--- src/rtl/bnn_pkg.sv ---
// Shared BNN execute-stage definitions: widths, reset constants and the
// activation packer's state encoding.
package bnn_pkg;

  // Datapath width of the core, also the packed activation word width.
  localparam int BNN_XLEN = 32;

  // Width of the pack length / pack count fields (2**BNN_CNT_W > BNN_XLEN).
  localparam int BNN_CNT_W = 6;

  // Pack length after reset: a full XLEN-wide word.
  localparam int BNN_PACK_LEN_RST = 32;

  // Reset value of the BNN unit's matrix_size register.
  localparam int BNN_MATRIX_SIZE_RST = 9;

  // FILL: room for more activations; FULL: pack_count has reached pack_len.
  typedef enum logic {
    FILL = 1'b0,
    FULL = 1'b1
  } pack_state_t;

endpackage

--- src/rtl/bnn_act_packer_if.sv ---
// Execute-stage connection to the activation packer: activation stream,
// configuration/drain controls and the packed word status outputs.
interface bnn_act_packer_if
  import bnn_pkg::*;
#(
  parameter int WIDTH = BNN_XLEN,
  parameter int CNT_W = BNN_CNT_W
) ();

  logic             act_valid_E;
  logic             act_bit_E;
  logic             pl_WE;
  logic [31:0]      ExtImmE;
  logic             rd_en;
  logic             clr;
  logic [WIDTH-1:0] PackedWord;
  logic [CNT_W-1:0] pack_count;
  logic             pack_full;
  logic             pack_ready;
  logic             overflow;

  // Pipeline side: drives activations and control, observes the packer.
  modport master (
    output act_valid_E, act_bit_E, pl_WE, ExtImmE, rd_en, clr,
    input  PackedWord, pack_count, pack_full, pack_ready, overflow
  );

  // Packer side.
  modport slave (
    input  act_valid_E, act_bit_E, pl_WE, ExtImmE, rd_en, clr,
    output PackedWord, pack_count, pack_full, pack_ready, overflow
  );

endinterface

--- src/rtl/bnn_act_packer.sv ---
// Packs thresholded BNN activation bits LSB-first into a WIDTH-bit word that
// feeds the next layer's XNOR-popcount. A read drains the word; a read with a
// same-cycle activation restarts the word with that bit at position 0.
module bnn_act_packer
  import bnn_pkg::*;
#(
  parameter int WIDTH = BNN_XLEN,
  parameter int CNT_W = BNN_CNT_W
) (
  input logic              clk,
  input logic              reset,
  bnn_act_packer_if.slave  bus
);

  // Map an immediate to a legal pack length: 0 becomes 1, anything above
  // WIDTH saturates at WIDTH.
  function automatic logic [CNT_W-1:0] clamp_len(input logic [CNT_W-1:0] v);
    if (v == '0) begin
      clamp_len = CNT_W'(1);
    end else if (int'(v) > WIDTH) begin
      clamp_len = CNT_W'(WIDTH);
    end else begin
      clamp_len = v;
    end
  endfunction

  pack_state_t      state_reg, state_next;
  logic [WIDTH-1:0] word_reg, word_next;
  logic [CNT_W-1:0] count_reg, count_next;
  logic [CNT_W-1:0] len_reg, len_next;
  logic             ovf_reg, ovf_next;

  // Bit position the incoming activation lands in: 0 when the word is being
  // drained in the same cycle, otherwise the current fill level.
  logic [CNT_W-1:0] slot_idx;
  logic [WIDTH-1:0] slot_sel;
  logic             accept;

  // Only the low CNT_W immediate bits carry the length.
  logic             unused_imm_hi;
  assign unused_imm_hi = ^bus.ExtImmE[31:CNT_W];

  assign slot_idx = bus.rd_en ? '0 : count_reg;

  // One-hot decode of the landing position.
  generate
    for (genvar gi = 0; gi < WIDTH; gi++) begin : g_slot
      assign slot_sel[gi] = (slot_idx == CNT_W'(gi));
    end
  endgenerate

  // An activation is taken when there is room or the word drains this cycle.
  assign accept = (state_reg == FILL) || bus.rd_en;

  // State register; reset discards the word immediately.
  always_ff @(posedge clk or posedge reset) begin
    if (reset) begin
      state_reg <= FILL;
      word_reg  <= '0;
      count_reg <= '0;
      len_reg   <= CNT_W'(WIDTH);
      ovf_reg   <= 1'b0;
    end else begin
      state_reg <= state_next;
      word_reg  <= word_next;
      count_reg <= count_next;
      len_reg   <= len_next;
      ovf_reg   <= ovf_next;
    end
  end

  // Next-state logic: clr beats pl_WE, which beats read/activation traffic.
  always_comb begin
    state_next = state_reg;
    word_next  = word_reg;
    count_next = count_reg;
    len_next   = len_reg;
    ovf_next   = ovf_reg;

    if (bus.clr) begin
      state_next = FILL;
      word_next  = '0;
      count_next = '0;
      ovf_next   = 1'b0;
    end else if (bus.pl_WE) begin
      len_next   = clamp_len(bus.ExtImmE[CNT_W-1:0]);
      state_next = FILL;
      word_next  = '0;
      count_next = '0;
    end else begin
      if (bus.rd_en) begin
        state_next = FILL;
        word_next  = '0;
        count_next = '0;
      end
      if (bus.act_valid_E) begin
        if (accept) begin
          // Unfilled bits are zero, so OR-ing the new bit in is enough.
          word_next  = word_next | (slot_sel & {WIDTH{bus.act_bit_E}});
          count_next = slot_idx + CNT_W'(1);
          state_next = (count_next == len_reg) ? FULL : FILL;
        end else begin
          ovf_next = 1'b1;
        end
      end
    end
  end

  assign bus.PackedWord = word_reg;
  assign bus.pack_count = count_reg;
  assign bus.pack_full  = (count_reg == len_reg);
  assign bus.pack_ready = (state_reg == FILL) || bus.rd_en;
  assign bus.overflow   = ovf_reg;

endmodule

--- src/flat_wrapper.sv ---
// flat-port wrapper written by rule: the top's interface ports become plain ports
module bnn_act_packer_flat import bnn_pkg::*;
#(
  parameter int WIDTH = BNN_XLEN,
  parameter int CNT_W = BNN_CNT_W
)
  (clk, reset, bus_act_valid_E, bus_act_bit_E, bus_pl_WE, bus_ExtImmE, bus_rd_en, bus_clr, bus_PackedWord, bus_pack_count, bus_pack_full, bus_pack_ready, bus_overflow);
  bnn_act_packer_if #(.WIDTH(WIDTH), .CNT_W(CNT_W)) bus_i ();
  input logic clk;
  input logic reset;
  input wire logic [$bits(bus_i.act_valid_E)-1:0] bus_act_valid_E;
  input wire logic [$bits(bus_i.act_bit_E)-1:0] bus_act_bit_E;
  input wire logic [$bits(bus_i.pl_WE)-1:0] bus_pl_WE;
  input wire logic [$bits(bus_i.ExtImmE)-1:0] bus_ExtImmE;
  input wire logic [$bits(bus_i.rd_en)-1:0] bus_rd_en;
  input wire logic [$bits(bus_i.clr)-1:0] bus_clr;
  output wire logic [$bits(bus_i.PackedWord)-1:0] bus_PackedWord;
  output wire logic [$bits(bus_i.pack_count)-1:0] bus_pack_count;
  output wire logic [$bits(bus_i.pack_full)-1:0] bus_pack_full;
  output wire logic [$bits(bus_i.pack_ready)-1:0] bus_pack_ready;
  output wire logic [$bits(bus_i.overflow)-1:0] bus_overflow;
  assign bus_i.act_valid_E = bus_act_valid_E;
  assign bus_i.act_bit_E = bus_act_bit_E;
  assign bus_i.pl_WE = bus_pl_WE;
  assign bus_i.ExtImmE = bus_ExtImmE;
  assign bus_i.rd_en = bus_rd_en;
  assign bus_i.clr = bus_clr;
  assign bus_PackedWord = bus_i.PackedWord;
  assign bus_pack_count = bus_i.pack_count;
  assign bus_pack_full = bus_i.pack_full;
  assign bus_pack_ready = bus_i.pack_ready;
  assign bus_overflow = bus_i.overflow;
  bnn_act_packer #(.WIDTH(WIDTH), .CNT_W(CNT_W)) u_core (.clk(clk), .reset(reset), .bus(bus_i));
endmodule
--- config.mk ---
export PLATFORM = sky130hd
export DESIGN_NAME = bnn_act_packer_flat
export DESIGN_NICKNAME = d
export VERILOG_FILES = /design/src/rtl/bnn_pkg.sv /design/src/rtl/bnn_act_packer_if.sv /design/src/rtl/bnn_act_packer.sv /design/src/flat_wrapper.sv
export SDC_FILE = /design/constraint.sdc
export NUM_CORES = 1
export LEC_CHECK = 0
export CAP_MARGIN = 10
export CORE_MARGIN = 8
export CORE_UTILIZATION = 30
export CTS_BUF_LIST = sky130_fd_sc_hd__clkbuf_8
export CTS_CLUSTER_SIZE = 16
export DETAILED_ROUTE_END_ITERATION = 10
export GPL_TIMING_DRIVEN = 1
export MAX_ROUTING_LAYER = met4
export SLEW_MARGIN = 10
export SYNTH_ARGS = -nofsm -noshare
export SYNTH_HDL_FRONTEND = slang
export SYNTH_SLANG_ARGS = --single-unit
--- constraint.sdc ---
create_clock -name clk -period 1.9 [get_ports clk]
set_clock_uncertainty 0.15 [all_clocks]
set_input_delay 0.57 -clock clk [delete_from_list [all_inputs] [get_ports clk]]
set_output_delay 0.57 -clock clk [all_outputs]
set_load 0.05 [all_outputs]
After elaboration in Yosys (flattened, before gate mapping)

Cells that the tools add are included.

Register bits after elaboration: 46
Bits of input ports: 39
Output and inout bits: 41
Word-level logic and storage cells: 76

Magnitude comparators: 1
Equality and inequality tests: 35
Mux-type cells: 24
Bitwise logic cells: 4
Reduce and logical (&&, ||, !) cells: 6
$add $sub $neg: 1

Operators by type and width:

| kind                | number |
|---|---|
| $mux 32             | 7 |
| $eq 6x5->1 const B  | 16 |
| $eq 6x4->1 const B  | 8 |
| $mux 6              | 7 |
| $and 32x32->32      | 1 |
| $or 32x32->32       | 1 |
| $eq 6x3->1 const B  | 4 |
| $eq 6x2->1 const B  | 2 |
| $eq 6x6->1          | 2 |
| $logic_not 6->1     | 2 |
| $mux 1              | 10 |
| $add 6x1->6 const B | 1 |
| $eq 6x1->1 const B  | 1 |
| $gt 6x6->1 const B  | 1 |
| $reduce_and 3->1    | 1 |
| $ne 2x1->1 const B  | 1 |
| $ne 2x2->1 const B  | 1 |
| $not 1->1           | 2 |
| $reduce_and 2->1    | 1 |
| $reduce_bool 2->1   | 1 |
| $logic_or 1x1->1    | 1 |

Longest topological paths before layout

Depth after elaboration: 8
Mapped depth: 6
Mapped depth without buffers: 5

Least setup slack after synthesis

No wires, ideal clock.

Path type: reg2out
From: reg u_core.count_reg[0], in the netlist u_core.bus.pack_count[0]
To: out bus_pack_full
Buffers on the path: 1
Cell stages (with the launch flop): 5
Required time: 1.180 ns
Data arrival time: 2.163 ns
Slack: -0.983 ns
Cell sequence: dfrtp_1 -> buf_4 -> xnor2_1 -> nand4_1 -> nor3_1

Cells in the longest elaborated chain, start to end: 1

RTL lines:

| element                | RTL line              | RTL |
|---|---|---|
| start, declared        | bnn_act_packer.sv:29  | `logic [CNT_W-1:0] count_reg, count_next;` |
| start signal, assigned | bnn_act_packer.sv:66  | `count_reg <= count_next;` |
| $eq 6x6->1             | bnn_act_packer.sv:111 | `assign bus.pack_full = (count_reg == len_reg);` |
| end, declared          | flat_wrapper.sv:19    | `output wire logic [$bits(bus_i.pack_full)-1:0] bus_pack_full;` |

Every way passes these cells.

Worst setup path after layout

From: reg u_core.len_reg[5]
To: out bus_pack_full

Cells in the longest elaborated chain, start to end: 1

RTL lines:

| element                | RTL line              | RTL |
|---|---|---|
| start, declared        | bnn_act_packer.sv:30  | `logic [CNT_W-1:0] len_reg, len_next;` |
| start signal, assigned | bnn_act_packer.sv:61  | `len_reg <= CNT_W'(WIDTH);` |
| start signal, assigned | bnn_act_packer.sv:67  | `len_reg <= len_next;` |
| $eq 6x6->1             | bnn_act_packer.sv:111 |  |

Every way passes these cells.

==> flow_metrics.py <==
metrics = {
    "power": {
        "clkPwrFrac_pct": 33.1,
        "combPwrFrac_pct": 14.7,
        "power.internal_mw": 1.433,
        "p_total_mw": 1.941,
        "seq_power_share_pct": 52.2,
        "p_leak_nw": 1.610,
        "p_per_area_nw_per_um2": 515.6,
        "peakVddDrop_mv": 0.3291,
        "swShare_pct": 26.18,
        "p_switching_mw": 0.5082,
    },
    "worst_setup_path": {
        "path_class": "reg -> out",
        "rr_startpoint": "u_core.bus.pack_count[1]$_DFF_PP0_",
        "path_cells": "xnor2_2 -> nand4_1 -> nor3_4 -> buf_12",
        "critical_path_buf_inv_count": 1,
        "slowest_stage": "dfstp_2",
        "slowest_delay_ps": 570,
        "startpoint": "u_core.len_reg[5]$_DFFE_PP1P_",
        "arrival_ps": 1460,
        "crit_family": "flip-flops",
        "crit_path_end_kind": "output pin",
        "cp_data_required_time_ps": 1180,
        "startpoint_type": "register",
        "critPathMaxFanout": 2,
    },
    "placed_design": {
        "hpwl_mm": 4.731,
        "gp_congestion": 0.8895,
        "portBuffers": 53,
        "dpl_cell_area_um2": 3595,
    },
    "clock_network": {
        "cts_tree": "yes",
        "cts_num_sinks": 46,
        "cts_root_buf": "clkbuf_8",
        "insertion_delay_ps": 310,
        "clk_path_buf_depth": 2,
        "clk_pin_slew_ps": 90,
        "htreeDepth": 2,
        "cts_made_buffers": 5,
    },
    "floorplan": {
        "coreArea_um2": 7253,
        "dieArea_um2": 10530,
        "start_util_pct": 31.03,
        "row_count": 31,
        "io_pins": 80,
        "die_height_um": 102.6,
        "die_x_um": 102.6,
    },
    "yosys": {
        "synthesis.nets": 268,
        "synth.avg_cell_area_um2": 9.829,
        "ys_top_cells_by_area": "dfrtp_1, nor2_1, a22oi_1",
        "yosysSeqAreaShare_pct": 51.20,
        "synth_cell_types": 43,
        "synth_warnings": 0,
        "synth_top_cell_by_area": "dfrtp_1",
        "netlist.area_leader.share_pct": 50.03,
        "synth_area_um2": 2251,
        "ys_ff_latch": 46,
        "synth_cells": 229,
    },
    "timing": {
        "finalCritPeriodShare_pct": 114.6,
        "hold_viol_final": 0,
        "tightest_slew_ps": 288.8,
        "fmax_ghz": 0.4592,
        "rsz0062_at_grt": "true",
        "slew_violations": 0,
        "relSlewSlack_pct": 80.75,
        "setup-violations-final": 1,
        "finalCriticalPeriod_ps": 2178,
        "fin_ws_ps": -277.9,
    },
    "finish": {
        "final_common_cell": "nor2_1",
        "final_core_util_pct": 51.91,
        "largest_reg_flops": 32,
        "layout_common_cells": "nor2_1, buf_12, buf_4, dfrtp_1, a22oi_1",
        "drive_gt1_share_pct": 37.50,
        "fin_area_um2": 3765,
        "nets": 358,
        "syn_to_final_growth_pct": 67.26,
        "insertedDiodeCount": 0,
    },
    "hold_path": {
        "hp-class": "reg -> reg",
        "hp-start": "u_core.len_reg[3]$_DFFE_PP0P_",
    },
    "outcome": {
        "violations": "setup timing",
        "outcome": "finished with violations",
    },
    "drt": {
        "vias": 1982,
        "detail_route.wl_per_cell_um": 15.04,
        "first_pass_iters": 4,
        "initialDrtViolationCount": 120,
        "via_per_inst": 4.730,
        "ant_nets": 0,
        "route.detailed.drc": 0,
        "wl_mm": 6.302,
    },
    "global_route": {
        "grt_first_pass_wirelength_mm": 10.36,
        "antenna_found_initial": 0,
        "grt_max_degree": 47,
        "overflow": 0,
        "grt.total_usage_pct": 12.92,
        "grt_pass1_vias": 2053,
    },
    "flow_run": {
        "maxCapViolCount": 0,
    },
}
-- per-layer routing --
metal	global-route usage [%]	vias up	wire length [um]
li1	-	965	-
met1	17.25	966	2981
met4	3.160	0	57
met2	19.43	45	2973
met5	-	-	0
met3	2.768	6	289
-- worst paths after layout --
kind / slack (ps) / cells past startpoint / end
setup reg to reg: 90 / 6 / u_core.state_reg$_DFF_PP0_
hold / removal: 400 / 2 / u_core.len_reg[3]$_DFFE_PP0P_
hold reg to reg: 400 / 2 / u_core.len_reg[3]$_DFFE_PP0P_
max in group asynchronous: 880 / 3 / u_core.len_reg[5]$_DFFE_PP1P_
min in group asynchronous: 450 / 3 / u_core.bus.PackedWord[13]$_DFF_PP0_
setup / recovery: -280 / 4 / bus_pack_full
-- worst reg2reg max path, stage by stage, from the launching register on --
cell,delay (ps)
dfrtp_2,390
buf_4,220
nand3_1,110
or3_1,330
a21oi_2,190
xnor2_1,80
a32o_1,240
-- cell families after synthesis --
| family | after synthesis | share of synthesized area, % |
|---|---|---|
| compound gates | 46 | 14.17 |
| xor+xnor | 18 | 7.338 |
| buf+inv | 18 | 4.224 |
| flops | 46 | 51.20 |
| mux | 2 | 0.9450 |
| simple gates | 99 | 22.12 |
-- synth_stat cells (all sizes together) --
master / instances
xor2: 8
nor4: 2
nor3: 7
nand2b: 7
o21ba: 1
a32o: 1
dfstp: 1
nor2: 53
nand3: 5
buf: 8
and2b: 1
nand3b: 1
or3: 1
and2: 2
nand4b: 1
a221oi: 1
a41oi: 1
inv: 4
nor3b: 3
dfrtp: 45
xnor2: 10
o31ai: 2
mux2i: 1
o211ai: 1
nor2b: 1
or2: 1
nand4: 3
mux2: 1
nand2: 11
a21oi: 9
clkbuf: 6
o21ai: 6
a22oi: 24
-- power by group through the flow --
stage	sequential [mW]	clock, mW	combinational [mW]
2_1_floorplan	1.04	0	0.132
3_3_place_gp	1.03	0	0.276
3_5_place_dp	1.03	0	0.280
4_1_cts	1.01	0.661	0.286
5_1_grt	1.02	0.693	0.312
6_report	1.01	0.642	0.286
-- what timing repair did --
action	in CTS	in global routing
resized for setup	11	2
hold buffers	0	0
gates cloned	0	0
pin swaps	4	1
endpoints found under the hold margin	0	0
endpoints found under the setup margin	38	3
setup buffers	6	0
-- cell type report --
class | instances | area (um^2)
Sequential cell | 46 | 1160
Fill cell | 654 | 3488
Timing Repair Buffer | 97 | 1308
Multi-Input combinational cell | 165 | 1064
Clock buffer | 6 | 82.58
Clock inverter | 2 | 12.51
Inverter | 4 | 15.01
Tap cell | 99 | 123.9
-- metrics by stage --
step | hold WS (ps) | setup TNS (ps) | setup WS, ps | instances
6_report | 402.5 | -277.9 | -277.9 | 419
3_3_place_gp | 384.6 | -15530 | -494.0 | 406
3_5_place_dp | 389.5 | -16220 | -516.5 | 406
5_1_grt | 460.3 | -347.3 | -347.3 | 419
4_1_cts | 411.5 | -304.9 | -304.9 | 419
2_1_floorplan | 359.5 | -284.0 | -259.5 | 229
Note: power is estimated with default switching activity, not from simulation.
